===== src/rtl/frame_mem_pkg.sv =====
// Shared frame-memory layout constants and the loader FSM state type.
// The VGA address generator imports the same constants so both sides agree on the layout.
package frame_mem_pkg;

    localparam int HDR_ADDR    = 2;
    localparam int ORIG_BASE   = 6;
    localparam int INTERP_BASE = 125016;
    localparam int MAX_DIM     = 400;

    typedef enum logic [2:0] {
        S_IDLE,
        S_HDR_HI,
        S_HDR_LO,
        S_CHECK,
        S_HDR_WR,
        S_PIXEL,
        S_DONE,
        S_ERR
    } fsm_state_e;

endpackage


===== src/rtl/frame_mem_writer_quad_dim_calc.sv =====
// Side length and pixel count of the image region selected by dest_sel.
// The interpolated quadrant has side 3*(dim/4)-2; a result <= 0 shows up as zero or bit 15 set.
module quad_dim_calc #(
    parameter int ADDR_W = 19
) (
    input  logic [15:0]       dim,
    input  logic              dest_sel,
    output logic [15:0]       side,
    output logic [ADDR_W-1:0] count
);

    logic [15:0] quarter;

    always_comb begin
        quarter = dim >> 2;
        side    = dest_sel ? (quarter * 16'd3) - 16'd2 : dim;
        count   = ADDR_W'({16'd0, side} * {16'd0, side});
    end

endmodule


===== src/rtl/frame_mem_writer.sv =====
// Streams a dimension header plus row-major pixels into frame memory as single-word writes.
// Every output is registered; a pixel write appears one cycle after its handshake.
module frame_mem_writer
    import frame_mem_pkg::*;
#(
    parameter int ADDR_W = 19,
    parameter int DATA_W = 16
) (
    input  logic              clk,
    input  logic              rst_n,
    input  logic              start,
    input  logic              dest_sel,
    input  logic [7:0]        in_data,
    input  logic              in_valid,
    output logic              in_ready,
    output logic              mem_we,
    output logic [ADDR_W-1:0] mem_addr,
    output logic [DATA_W-1:0] mem_wdata,
    output logic              busy,
    output logic              done,
    output logic              error
);

    fsm_state_e        state, next;
    logic              dest_q;
    logic [15:0]       dim;
    logic [15:0]       side;
    logic [ADDR_W-1:0] calc_count;
    logic [ADDR_W-1:0] addr;
    logic [ADDR_W-1:0] count;
    logic              accept;
    logic              hdr_ok;

    quad_dim_calc #(.ADDR_W(ADDR_W)) u_calc (
        .dim      (dim),
        .dest_sel (dest_q),
        .side     (side),
        .count    (calc_count)
    );

    assign accept = in_valid && in_ready;
    assign hdr_ok = (dim != 16'd0) && (dim <= 16'(MAX_DIM)) && (side != 16'd0) && !side[15];

    always_comb begin
        next = state;
        case (state)
            S_IDLE:   if (start) next = S_HDR_HI;
            S_HDR_HI: if (accept) next = S_HDR_LO;
            S_HDR_LO: if (accept) next = S_CHECK;
            S_CHECK:  next = !hdr_ok ? S_ERR : (dest_q ? S_PIXEL : S_HDR_WR);
            S_HDR_WR: next = S_PIXEL;
            S_PIXEL:  if (accept && count == ADDR_W'(1)) next = S_DONE;
            S_DONE:   next = S_IDLE;
            S_ERR:    next = S_IDLE;
            default:  next = S_IDLE;
        endcase
    end

    always_ff @(posedge clk or negedge rst_n) begin
        if (!rst_n) state <= S_IDLE;
        else        state <= next;
    end

    // Status outputs are decoded from next so they line up with the state they describe.
    always_ff @(posedge clk or negedge rst_n) begin
        if (!rst_n) begin
            in_ready  <= 1'b0;
            busy      <= 1'b0;
            done      <= 1'b0;
            error     <= 1'b0;
            mem_we    <= 1'b0;
            mem_addr  <= '0;
            mem_wdata <= '0;
            dest_q    <= 1'b0;
            dim       <= '0;
            addr      <= '0;
            count     <= '0;
        end else begin
            in_ready <= (next == S_HDR_HI) || (next == S_HDR_LO) || (next == S_PIXEL);
            busy     <= (next != S_IDLE);
            done     <= (next == S_DONE);
            error    <= (next == S_ERR);
            mem_we   <= 1'b0;
            case (state)
                S_IDLE:   if (start) dest_q <= dest_sel;
                S_HDR_HI: if (accept) dim[15:8] <= in_data;
                S_HDR_LO: if (accept) dim[7:0] <= in_data;
                S_CHECK: begin
                    count <= calc_count;
                    addr  <= dest_q ? ADDR_W'(INTERP_BASE) : ADDR_W'(ORIG_BASE);
                    if (next == S_HDR_WR) begin
                        mem_we    <= 1'b1;
                        mem_addr  <= ADDR_W'(HDR_ADDR);
                        mem_wdata <= DATA_W'(dim);
                    end
                end
                S_PIXEL: if (accept) begin
                    mem_we    <= 1'b1;
                    mem_addr  <= addr;
                    mem_wdata <= {{(DATA_W-8){1'b0}}, in_data};
                    addr      <= addr + ADDR_W'(1);
                    count     <= count - ADDR_W'(1);
                end
                default: ;
            endcase
        end
    end

endmodule


===== config.mk =====
export PLATFORM = sky130hd
export DESIGN_NAME = frame_mem_writer
export DESIGN_NICKNAME = d
export VERILOG_FILES = /design/src/rtl/frame_mem_pkg.sv /design/src/rtl/frame_mem_writer_quad_dim_calc.sv /design/src/rtl/frame_mem_writer.sv
export SDC_FILE = /design/constraint.sdc
export NUM_CORES = 1
export LEC_CHECK = 0
export ABC_AREA = 1
export ABC_CLOCK_PERIOD_IN_PS = 9300
export CAP_MARGIN = 40
export CORE_MARGIN = 3
export CORE_UTILIZATION = 35
export CTS_CLUSTER_DIAMETER = 150
export DETAILED_ROUTE_END_ITERATION = 8
export GPL_ROUTABILITY_DRIVEN = 0
export PLACE_DENSITY = 0.63
export SLEW_MARGIN = 20
export SYNTH_ARGS = -nofsm -noshare
export SYNTH_HDL_FRONTEND = slang
export SYNTH_SLANG_ARGS = --single-unit

===== constraint.sdc =====
create_clock -name clk -period 9.3 [get_ports clk]
set_input_delay 0.93 -clock clk [delete_from_list [all_inputs] [get_ports clk]]
set_output_delay 0.93 -clock clk [all_outputs]
set_load 0.005 [all_outputs]

; ---- Word level (Yosys, flattened, before mapping)
; Cells that the tools add are included.
[totals]
register_bits = 98
in_bits = 13
elab_cells = 76
[op_classes]
n_reduce_logical = 19
n_addsub = 3
mul = 2
eq_ne = 16
n_lt_le_gt_ge = 1
muxes = 22
[op_table]
columns = op, count
row1 = $pmux 19 s2, 3
row2 = $mux 19, 4
row3 = $mux 16, 3
row4 = $pmux 16 s2, 1
row5 = $reduce_bool 16->1, 2
row6 = $eq 3x3->1 const B, 8
row7 = $pmux 3 s7, 1
row8 = $add 19x1->19 const B, 1
row9 = $eq 19x1->1 const B, 1
row10 = $mul 16x16->19, 1
row11 = $sub 19x1->19 const B, 1
row12 = $mux 17, 1
row13 = $le 16x9->1 const B, 1
row14 = $mul 14x2->16 const B, 1
row15 = $sub 16x2->16 const B, 1
row16 = $mux 3, 4
row17 = $eq 3x2->1 const B, 3
row18 = $reduce_and 2->1, 4
row19 = $eq 3x1->1 const B, 2
row20 = $logic_and 1x1->1, 5
row21 = $ne 2x2->1 const B, 2
row22 = $logic_not 3->1, 1
row23 = $mux 1, 3
row24 = $reduce_and 3->1, 1
row25 = 7 further kinds, 8

; ---- Longest topological paths before layout
[depth]
word_depth = 11
depth_mapped = 41

; ---- Cells and area by module
; A second synthesis with hierarchy kept.
[unflattened]
cells_unflattened = 1470
area_unflattened_um2 = 10971.8
[by_module_without_submodules]
columns = module, seq_area_each_um2, cells_each, n_inst, area_each_um2
row1 = quad_dim_calc, 0.0, 819, 1, 5973.2
row2 = frame_mem_writer, 2452.4, 651, 1, 4998.5

; ---- Least setup slack after synthesis
; No wires, ideal clock.
[synth_path]
path_type = register to register
start = register dim[4]
end = register count[18]
path_stages_with_launch = 37
setup_ns = 0.077
arrival_ns = 6.968
path_buffers = 1
period_less_slack_ns = 7.045
path_slack_ns = 2.255
cell_sequence = dfrtp_1 > inv_1 > ha_1 > inv_1 > ha_1 > fa_1 > a21oi_1 > o21ai_0 > o21ai_0 > buf_2 > clkinv_1 > nor2_1 > inv_1 > fa_1 > fa_1 > inv_1 > fa_1 > fa_1 > fa_1 > inv_1 > fa_1 > inv_1 > ha_1 > nand2_1 > a21oi_1 > o21ai_0 > o211ai_1 > a21oi_1 > nand3b_1 > nand2_1 > inv_1 > nand2_1 > nand2_1 > inv_1 > nand2_1 > nand3_1 > a21oi_1
[synth_between]
elab_chain_len = 5
[synth_lines]
columns = item, line_no
row1 = "start, declared", frame_mem_writer.sv:26  ; logic [15:0] dim;
row2 = "start signal, assigned", frame_mem_writer.sv:87  ; S_HDR_LO: if (accept) dim[7:0] <= in_data;
row3 = $mul 14x2->16, frame_mem_writer_quad_dim_calc.sv:16  ; side = dest_sel ? (quarter * 16'd3) - 16'd2 : dim;
row4 = $sub 16x2->16, frame_mem_writer_quad_dim_calc.sv:16
row5 = $mux 16 (*), frame_mem_writer_quad_dim_calc.sv:16
row6 = $mul 16x16->19 (*), frame_mem_writer_quad_dim_calc.sv:17  ; count = ADDR_W'({16'd0, side} * {16'd0, side});
row7 = $pmux 19 s2 (*), frame_mem_writer.sv:84  ; case (state)
row8 = "end signal, assigned", frame_mem_writer.sv:89  ; count <= calc_count;
row9 = "end signal, assigned", frame_mem_writer.sv:102  ; count <= count - ADDR_W'(1);
row10 = "end, declared", frame_mem_writer.sv:30  ; logic [ADDR_W-1:0] count;
; Mark *: on every way between the ends. The rest lies on a longest branch, timed or not.
; A chain may end at the register's enable or synchronous reset.

; ---- Final worst setup path
; Ends and elaborated chain as after synthesis.

==> results.yml <==
status:
  status: "complete, no violations"
sta:
  rsz0062_at_grt: "false"
  tightest_slew_ns: 0.757
  fin_crit_sh_pct: 85.6
  fin_crit_ns: 7.97
  report.final.slew_viol_count: 0
  setup_tns_ns: 0
  hold_viol: 0
  finalSetupViolations: 0
  fmax_mhz: 126
  setup_slack_ns: 1.33
  slew_headroom_pct: 49.6
  fin_skew_ns: 0.0129
synth:
  synth.largest_area_cell: "dfrtp_1"
  synth_fp_nets: 1639
  synthDistinctLibCells: 52
  synthFlopType: "dfrtp_1"
  synth_most_common_cell: "inv_1"
  ys_warn_count: 0
  syn_inst: 1433
  async_reset_ff_share_pct: 100
  seq_area_frac_synth_pct: 22.2
  netlist_area_mm2: 0.0110
  synth_edf_count: 0
  synth_area_per_cell_um2: 7.69
  ys_top_cells_by_area: "dfrtp_1, fa_1, inv_1"
  synth_common_cells: "inv_1, nand2_1, nor2_1"
  ys_seq_elements: 98
  synth_top_area_share_pct: 22.2
drt:
  wl_um: 26800
  postRouteAntennaNets: 0
  route.detailed.wl_per_inst_um: 14.3
  firstDrtPassIters: 5
  vias: 9090
  viasPerCell: 4.85
  remaining_drc_errors: 0
  drt_iter0_drc: 625
floorplanning:
  io_pins: 53
  dieArea_mm2: 0.0337
  num_rows: 64
  die_height_um: 183
  die_w_um: 183
  start_util_pct: 35.8
  core-area_mm2: 0.0308
clock_tree:
  htreeDepth: 3
  clk_pin_slew_ns: 0.08
  clock_latency_ns: 0.36
  clock_path_buffers: 2
  root_buffer: "clkbuf_16"
  cts-buffers-inserted: 9
  cts_hold_buffers: 0
  post-cts-setup-buffer-count: 0
  clock_sinks: 98
  post_cts_resized: 0
  cts_tree: "built"
cells_and_area:
  fillCellCount: 3142
  synthToLayoutAreaGrowth_pct: 11.0
  finalInstanceArea_mm2: 0.0122
  post-route-util_pct: 39.7
  diodes: 0
  drive_above_1_share_pct: 7.04
  final_nets: 1679
setup_path:
  cp_top_family: "adder cells"
  path_max_fanout: 12
  end_kind: "flip-flop"
  worstSetupStartpointType: "flip-flop"
  crit_required_ns: 9.59
  path_buf_inv: 10
  worst_path_most_repeated_cell: "inv_1"
  cp_slowest_cell: "fa_1"
  critPathArrivalTime_ns: 8.25
  crit_path_max_incr_delay_ns: 0.54
  crit_type: "reg2reg"
grt:
  grt_pass1_wl_um: 46400
  antenna_found_initial: 0
  overflow: 0
  grt_use_total_pct: 16.7
  grt_pass1_vias: 9361
  grt_max_degree: 51
placed_design:
  place_area_mm2: 0.0119
  port_buffers: 52
  dp_hpwl_um: 21600
  dp_slack_ns: 1.35
job:
  maxCapViolations: 0
worst_hold_path:
  hold_path.class: "reg2reg"
[metrics by stage]
stage / hold slack (ns) / instances
detailed placement: 0.457 / 1858
floorplan: 0.434 / 1433
CTS: 0.469 / 1874
global placement: 0.456 / 1858
finish: 0.464 / 1874
global route: 0.524 / 1874
[flip-flops by register name, indices dropped and copies added (netlist names)]
signal and cells:
busy 1, in_ready 1, count 19, mem_wdata 16, state 3, dim 16
done 1, mem_addr 19, addr 19, mem_we 1, error 1, dest_q 1
[logic make-up (layout without fill, tap and decap cells)]
group                    Yosys count  after routing  share of synthesized area, %
adder cells (fa/ha/maj)          193            193                          28.9
AND/OR/NAND/NOR                  565            565                          24.1
XOR/XNOR                          27             27                          2.21
flip-flops                        98             98                          22.2
buffers and inverters            376            421                          13.4
AO/OA/AOI/OAI                    174            174                          9.19
[layout make-up]
cell class / instances / area [µm²] / share of cell area (%)
repair buffers: 62 / 593 / 4.85
clock inverters: 6 / 57.6 / 0.470
well taps: 396 / 495 / 4.05
clock buffers: 10 / 239 / 1.95
multi-input cells: 959 / 7100 / 58.0
inverters: 343 / 1300 / 10.6
flip-flops and latches: 98 / 2450 / 20.0
[per-layer routing]
layer  share of wire, %  vias up  GRT usage, %
li1                   -     4505             -
met1                 47     4358          22.9
met2                 48      201          28.9
met3                4.4       26          1.80
met4                1.2        0          3.29
met5                  0        -             0
[cell usage in the layout, fill, tap and decap left out, types with 2 or more instances in the layout]
cell type	Yosys	routed
a211oi_1	2	2
a21oi_1	51	51
a22oi_1	3	3
a31o_2	2	2
a31oi_1	10	10
buf_4	2	11
clkbuf_16	0	9
clkdlybuf4s50_1	0	51
clkinv_1	4	4
clkinv_4	0	3
dfrtp_1	98	98
fa_1	103	103
ha_1	90	90
inv_1	329	329
inv_2	6	6
inv_4	4	4
inv_8	0	2
nand2_1	297	297
nand2_2	4	4
nand2_4	3	3
nand3_1	61	61
nand3_2	38	38
nand3b_1	4	4
nand4_1	17	17
nor2_1	108	108
nor3_1	13	13
nor3_2	5	4
nor3b_1	2	2
nor4_1	6	6
o211ai_1	5	5
o21ai_0	84	83
o21ai_2	2	2
o21ai_4	2	2
o21bai_1	3	3
or2_2	2	2
xnor2_1	8	8
xor2_1	18	18
[final timing paths]
| path | from | endpoint | slack [ns] | cells after the start |
|---|---|---|---|---|
| min | addr[18]$_DFFE_PN0P_ | addr[18]$_DFFE_PN0P_ | 0.46 | 1 |
| min in group asynchronous | rst_n | mem_addr[18]$_DFFE_PN0P_ | 0.58 | 1 |
| max reg2reg | dim[4]$_DFFE_PN0P_ | count[18]$_DFFE_PN0P_ | 1.33 | 36 |
| max in group asynchronous | rst_n | count[18]$_DFFE_PN0P_ | 7.62 | 2 |
| min reg2reg | addr[18]$_DFFE_PN0P_ | addr[18]$_DFFE_PN0P_ | 0.46 | 1 |
| max | dim[4]$_DFFE_PN0P_ | count[18]$_DFFE_PN0P_ | 1.33 | 36 |
Power is not shown: default switching activity piles up to over one toggle a cycle in this logic, so the estimate is an artifact.
